**config.mk**
```make
export PLATFORM = sky130hd
export DESIGN_NAME = uart_rx_word_packer
export DESIGN_NICKNAME = d
export VERILOG_FILES = /design/src/rtl/uart_pkg.sv /design/src/rtl/word_fifo.sv /design/src/rtl/uart_rx_word_packer.sv
export SDC_FILE = /design/constraint.sdc
export NUM_CORES = 1
export LEC_CHECK = 0
export CAP_MARGIN = 10
export CORE_ASPECT_RATIO = 0.75
export CORE_MARGIN = 5
export CORE_UTILIZATION = 45
export DETAILED_ROUTE_END_ITERATION = 10
export HOLD_SLACK_MARGIN = 0.08
export SKIP_CTS_REPAIR_TIMING = 1
export SLEW_MARGIN = 20
export SYNTH_ARGS = -nofsm -noshare
export SYNTH_HDL_FRONTEND = slang
export SYNTH_SLANG_ARGS = --single-unit
```
**constraint.sdc**
```tcl
create_clock -name clk -period 35.1 [get_ports clk]
set_input_delay 7.02 -clock clk [delete_from_list [all_inputs] [get_ports clk]]
set_output_delay 7.02 -clock clk [all_outputs]
set_load 0.05 [all_outputs]
```
**src/rtl/uart_pkg.sv**
```systemverilog
// Shared widths, types and the lane-to-word packing helper for the UART word packer.
package uart_pkg;
    localparam int BYTE_W = 8;
    localparam int WORD_W = 32;

    typedef logic [BYTE_W-1:0] byte_t;
    typedef logic [WORD_W-1:0] word_t;

    // partial holds lanes 0..2 at [7:0], [15:8], [23:16]; last is lane 3.
    // Lane 0 is the first byte received.
    function automatic word_t pack_word(input byte_t last, input logic [23:0] partial, input bit le);
        word_t w;
        if (le) w = {last, partial};
        else    w = {partial[7:0], partial[15:8], partial[23:16], last};
        return w;
    endfunction
endpackage

```
**src/rtl/word_fifo.sv**
```systemverilog
// Synchronous first-word-fall-through FIFO with a register-array store and a flush input.
module word_fifo
    import uart_pkg::*;
#(
    parameter int DEPTH = 16
) (
    input  logic                     clk,
    input  logic                     rst,
    input  logic                     flush_i,
    input  logic                     push_i,
    input  word_t                    push_data_i,
    input  logic                     pop_i,
    output word_t                    head_o,
    output logic [$clog2(DEPTH):0]   count_o,
    output logic                     full_o,
    output logic                     empty_o
);
    localparam int AW = $clog2(DEPTH);

    word_t          mem_q [DEPTH];
    logic [AW:0]    wptr_q, wptr_d;
    logic [AW:0]    rptr_q, rptr_d;
    logic           do_push, do_pop;

    assign count_o = wptr_q - rptr_q;
    assign full_o  = (count_o == (AW+1)'(DEPTH));
    assign empty_o = (count_o == '0);
    assign head_o  = mem_q[rptr_q[AW-1:0]];

    // A push into a full FIFO is still taken when the head leaves in the same cycle.
    assign do_pop  = pop_i & ~empty_o & ~flush_i;
    assign do_push = push_i & (~full_o | do_pop) & ~flush_i;

    always_comb begin
        wptr_d = wptr_q;
        rptr_d = rptr_q;
        if (flush_i) begin
            wptr_d = '0;
            rptr_d = '0;
        end else begin
            if (do_push) wptr_d = wptr_q + 1'b1;
            if (do_pop)  rptr_d = rptr_q + 1'b1;
        end
    end

    always_ff @(posedge clk or posedge rst) begin
        if (rst) begin
            wptr_q <= '0;
            rptr_q <= '0;
            for (int i = 0; i < DEPTH; i++) mem_q[i] <= '0;
        end else begin
            wptr_q <= wptr_d;
            rptr_q <= rptr_d;
            if (do_push) mem_q[wptr_q[AW-1:0]] <= push_data_i;
        end
    end
endmodule

```
**src/rtl/uart_rx_word_packer.sv**
```systemverilog
// Packs UART receiver bytes into 32-bit words and queues them in an FWFT FIFO,
// with sticky flags for framing errors and dropped words.
module uart_rx_word_packer
    import uart_pkg::*;
#(
    parameter int DEPTH         = 16,
    parameter bit LITTLE_ENDIAN = 1'b1
) (
    input  logic                     clk,
    input  logic                     rst,
    input  logic [BYTE_W-1:0]        rx_data,
    input  logic                     rx_valid,
    input  logic                     rx_ferr,
    input  logic                     flush,
    input  logic                     clr_err,
    output logic [WORD_W-1:0]        word_data,
    output logic                     word_valid,
    input  logic                     word_ready,
    output logic [$clog2(DEPTH):0]   count,
    output logic                     overflow,
    output logic                     ferr_seen
);
    logic [1:0]  idx_q, idx_d;
    logic [23:0] partial_q, partial_d;
    logic        ovf_q, ovf_d;
    logic        ferr_q, ferr_d;

    logic        byte_ok, push, pop, full, empty;
    word_t       push_word;

    assign byte_ok   = rx_valid & ~rx_ferr & ~flush;
    assign push      = byte_ok & (idx_q == 2'd3);
    assign pop       = word_ready & ~empty;
    assign push_word = pack_word(rx_data, partial_q, LITTLE_ENDIAN);

    always_comb begin
        idx_d     = idx_q;
        partial_d = partial_q;
        if (flush || (rx_valid && rx_ferr)) begin
            idx_d = 2'd0;
        end else if (byte_ok) begin
            idx_d = idx_q + 2'd1;
            case (idx_q)
                2'd0:    partial_d[7:0]   = rx_data;
                2'd1:    partial_d[15:8]  = rx_data;
                2'd2:    partial_d[23:16] = rx_data;
                default: partial_d        = partial_q;
            endcase
        end
    end

    // A set event outranks clr_err in the same cycle.
    always_comb begin
        ovf_d  = clr_err ? 1'b0 : ovf_q;
        ferr_d = clr_err ? 1'b0 : ferr_q;
        if (push && full && !pop)  ovf_d  = 1'b1;
        if (rx_valid && rx_ferr)   ferr_d = 1'b1;
    end

    always_ff @(posedge clk or posedge rst) begin
        if (rst) begin
            idx_q     <= '0;
            partial_q <= '0;
            ovf_q     <= 1'b0;
            ferr_q    <= 1'b0;
        end else begin
            idx_q     <= idx_d;
            partial_q <= partial_d;
            ovf_q     <= ovf_d;
            ferr_q    <= ferr_d;
        end
    end

    word_fifo #(.DEPTH(DEPTH)) u_fifo (
        .clk         (clk),
        .rst         (rst),
        .flush_i     (flush),
        .push_i      (push),
        .push_data_i (push_word),
        .pop_i       (word_ready),
        .head_o      (word_data),
        .count_o     (count),
        .full_o      (full),
        .empty_o     (empty)
    );

    assign word_valid = ~empty;
    assign overflow   = ovf_q;
    assign ferr_seen  = ferr_q;
endmodule

```
==> results.cfg <==
[critical_path]
path_common_cell = buf_4
end_kind = primary output
cp.arrival_ns = 4.91
reg2reg_setup_slack_ns = 30.56
critPathBufInv = 3
start_kind = register
crit_slowest_cell = buf_4
rr_startpoint = u_fifo.rptr_q[0]$_DFFE_PP0P_
worstSetupPathType = register to primary output
crit_path_start = u_fifo.rptr_q[0]$_DFFE_PP0P_
cp_max_fo = 53
crit_path_cell_trace = buf_4 > buf_4 > mux2i_1 > a221oi_1 > o21ai_0 > nand2_1 > clkdlybuf4s50_1
cp_slowest_stage_delay_ns = 0.90
worstPathRequired_ns = 28.08
crit_family = buffers and inverters

[power]
peakVddDrop_mv = 0.0720
power_leakage_nw = 14.0
p_per_area_nw_per_um2 = 52.6

[sta]
finalCritPeriodShare_pct = 34.0
finalSetupViolations = 0
fin_ws_ns = 23.17
relSlewSlack_pct = 25.5
hold_viol_final = 0
rsz0062_at_grt = false
skew_ns = 0.0150
fmaxAchievable_mhz = 83.8
maxSlewViolCount = 0
tightest_slew_ns = 1.12
period_minus_slack_ns = 11.93
tns_ns = 0

[global_route]
grt_pass1_wl_um = 101000
grt_usage_pct = 21.1
grt_max_degree = 167
grt_pass1_vias = 15300
overflow = 0
antenna_found_initial = 2

[logic_synthesis]
synth_fa_ha_area_share_pct = 0.700
syn_avg_cell_area_um2 = 15.3
synth_compound_area_share_pct = 4.14
syn-num-nets = 1732
synth_mux_area_share_pct = 36.7
synth_area_leaders = dfrtp_1 (53%), mux2_2 (13%), mux2_4 (12%)
synth_async_sr_flop_share_pct = 100
ys_seq_elements = 550
ys_types = 49
synth_top_area_share_pct = 52.8
synth_cells = 1703
synth-simple-area-share_pct = 1.90
synth_area_um2 = 26100
ys.flop_type = dfrtp_1
synth-edff-count = 0
yosys.area.top_type = dfrtp_1
ys_seq_area_share_pct = 52.8
yosysWarnings = 0
synth_top_family_by_area = multiplexers
synth-xor-area-share_pct = 0.364

[route]
vias = 14500
drt-wirelength-per-cell_um = 26.2
ant_nets = 0
routed_wl_um = 65800
drc_errors = 0
drtPass1Iterations = 5
vias_per_cell = 5.76
drt_iter0_markers = 1119

[job]
cap_violations = 0

[final_layout]
synthToLayoutAreaGrowth_pct = 11.6
final.fill_count = 4833
fin_cells = 2516
final_util_pct = 50.7
antennaDiodeCount = 0
drive_above_1_share_pct = 41.4
fin_nets = 1719

[placed_design]
hpwlAfterDp_um = 33400
place_ws_ns = 23.33
globalplace.congestion = 0.751
portBuffers = 54
place_inst = 2411

[run_status]
status = finished clean

[floorplan]
rows = 76
core_um2 = 57400
die-area_um2 = 62900
start_util_pct = 45.4
ios = 55
fp.dieH_um = 219
chipWidth_um = 288

[clocking]
htreeDepth = 2
cts_tree = done
clk_latency_ns = 0.61
clk_pin_slew_worst_paths_ns = 0.07
cts_sinks = 550
ctsLongestPathBuffers = 3
cts_root_buf = clkbuf_16
numCtsBuffers = 55

[min_path]
min_from = u_fifo.mem_q[494]$_DFFE_PP0P_
holdCritPathClass = register to register
-- area by class of cell --
class                      instances  area (um^2)  area share [%]
clock buffer                      78         1640            5.62
clock inverter                    25          407            1.40
tap                              780          976            3.35
sequential                       550        13800            47.3
multi-input combinational        988        11500            39.4
inverter                          13         56.3           0.193
timing repair buffer              82          786            2.70
-- report_power, final --
| part | total, mW | internal [mW] | switching [mW] |
|---|---|---|---|
| clock network | 0.661 | 0.405 | 0.256 |
| logic | 0.195 | 0.0761 | 0.119 |
| registers | 0.676 | 0.640 | 0.0359 |
-- logic make-up (layout without fill, tap and decap cells) --
group,count (synthesis),after routing
muxes,732,732
DFF,550,550
buffers and inverters,165,198
AOI/OAI and AO/OA,143,143
and+or+nand+nor,89,89
adders and majority gates,14,14
xor gates and xnor gates,10,10
-- per-layer routing --
metal | wire [um] | GRT usage (%)
met1 | 32600 | 32.5
met2 | 29400 | 31.6
met3 | 2760 | 3.52
met5 | 0 | 0
met4 | 1110 | 4.34
-- layout by cell type, fill, tap and decap left out, types with 4 or more instances in the layout --
cell	instances
xnor2_1	5
mux2i_1	131
nand3_4	5
a22oi_1	31
inv_1	11
dfrtp_1	547
nand2b_1	5
clkbuf_1	8
a221oi_1	64
mux4_2	64
bufinv_16	11
nand3_2	4
clkdlybuf4s50_1	52
mux2_1	36
nor2_1	15
clkbuf_16	57
clkinv_2	12
ha_1	13
mux2_2	295
xor2_1	4
buf_4	25
clkbuf_8	13
o21ai_0	34
nand2_1	37
mux2_4	206
-- synth_stat cells (5+ instances only) --
cell and count:
dfrtp_1 550, mux2_2 295, mux2_4 206, mux2i_1 131
clkbuf_1 71, a221oi_1 64, mux4_2 64, nand2_1 37
mux2_1 36, o21ai_0 34, a22oi_1 31, buf_6 29
buf_2 27, buf_1 21, nor2_1 17, ha_1 13
inv_1 12, nand3_1 7, nand2b_1 5, nand3_4 5
xnor2_1 5
-- metrics by stage --
| stage | cell area (um^2) | hold slack (ns) | power [mW] |
|---|---|---|---|
| 2_1_floorplan | 26100 | 0.457 | 0.824 |
| 3_5_place_dp | 27000 | 0.477 | 0.884 |
| 4_1_cts | 29100 | 0.494 | 1.55 |
| 3_3_place_gp | 27000 | 0.468 | 0.881 |
| 5_1_grt | 29100 | 0.501 | 1.59 |
| 6_report | 29100 | 0.490 | 1.53 |
-- final timing paths --
path,depth (start not counted),endpoint
max,7,word_data[16]
min,1,u_fifo.mem_q[494]$_DFFE_PP0P_
max reg2reg,10,u_fifo.mem_q[158]$_DFFE_PP0P_
min reg2reg,1,u_fifo.mem_q[494]$_DFFE_PP0P_
max in group asynchronous,4,u_fifo.mem_q[202]$_DFFE_PP0P_
min in group asynchronous,2,u_fifo.mem_q[403]$_DFFE_PP0P_
-- registers in the layout (all words and copies together) (netlist names) --
name,count
u_fifo.rptr_q,5
u_fifo.wptr_q,5
overflow,1
u_fifo.mem_q,512
partial_q,24
ferr_seen,1
idx_q,2
Note: power is estimated with default switching activity, not from simulation.
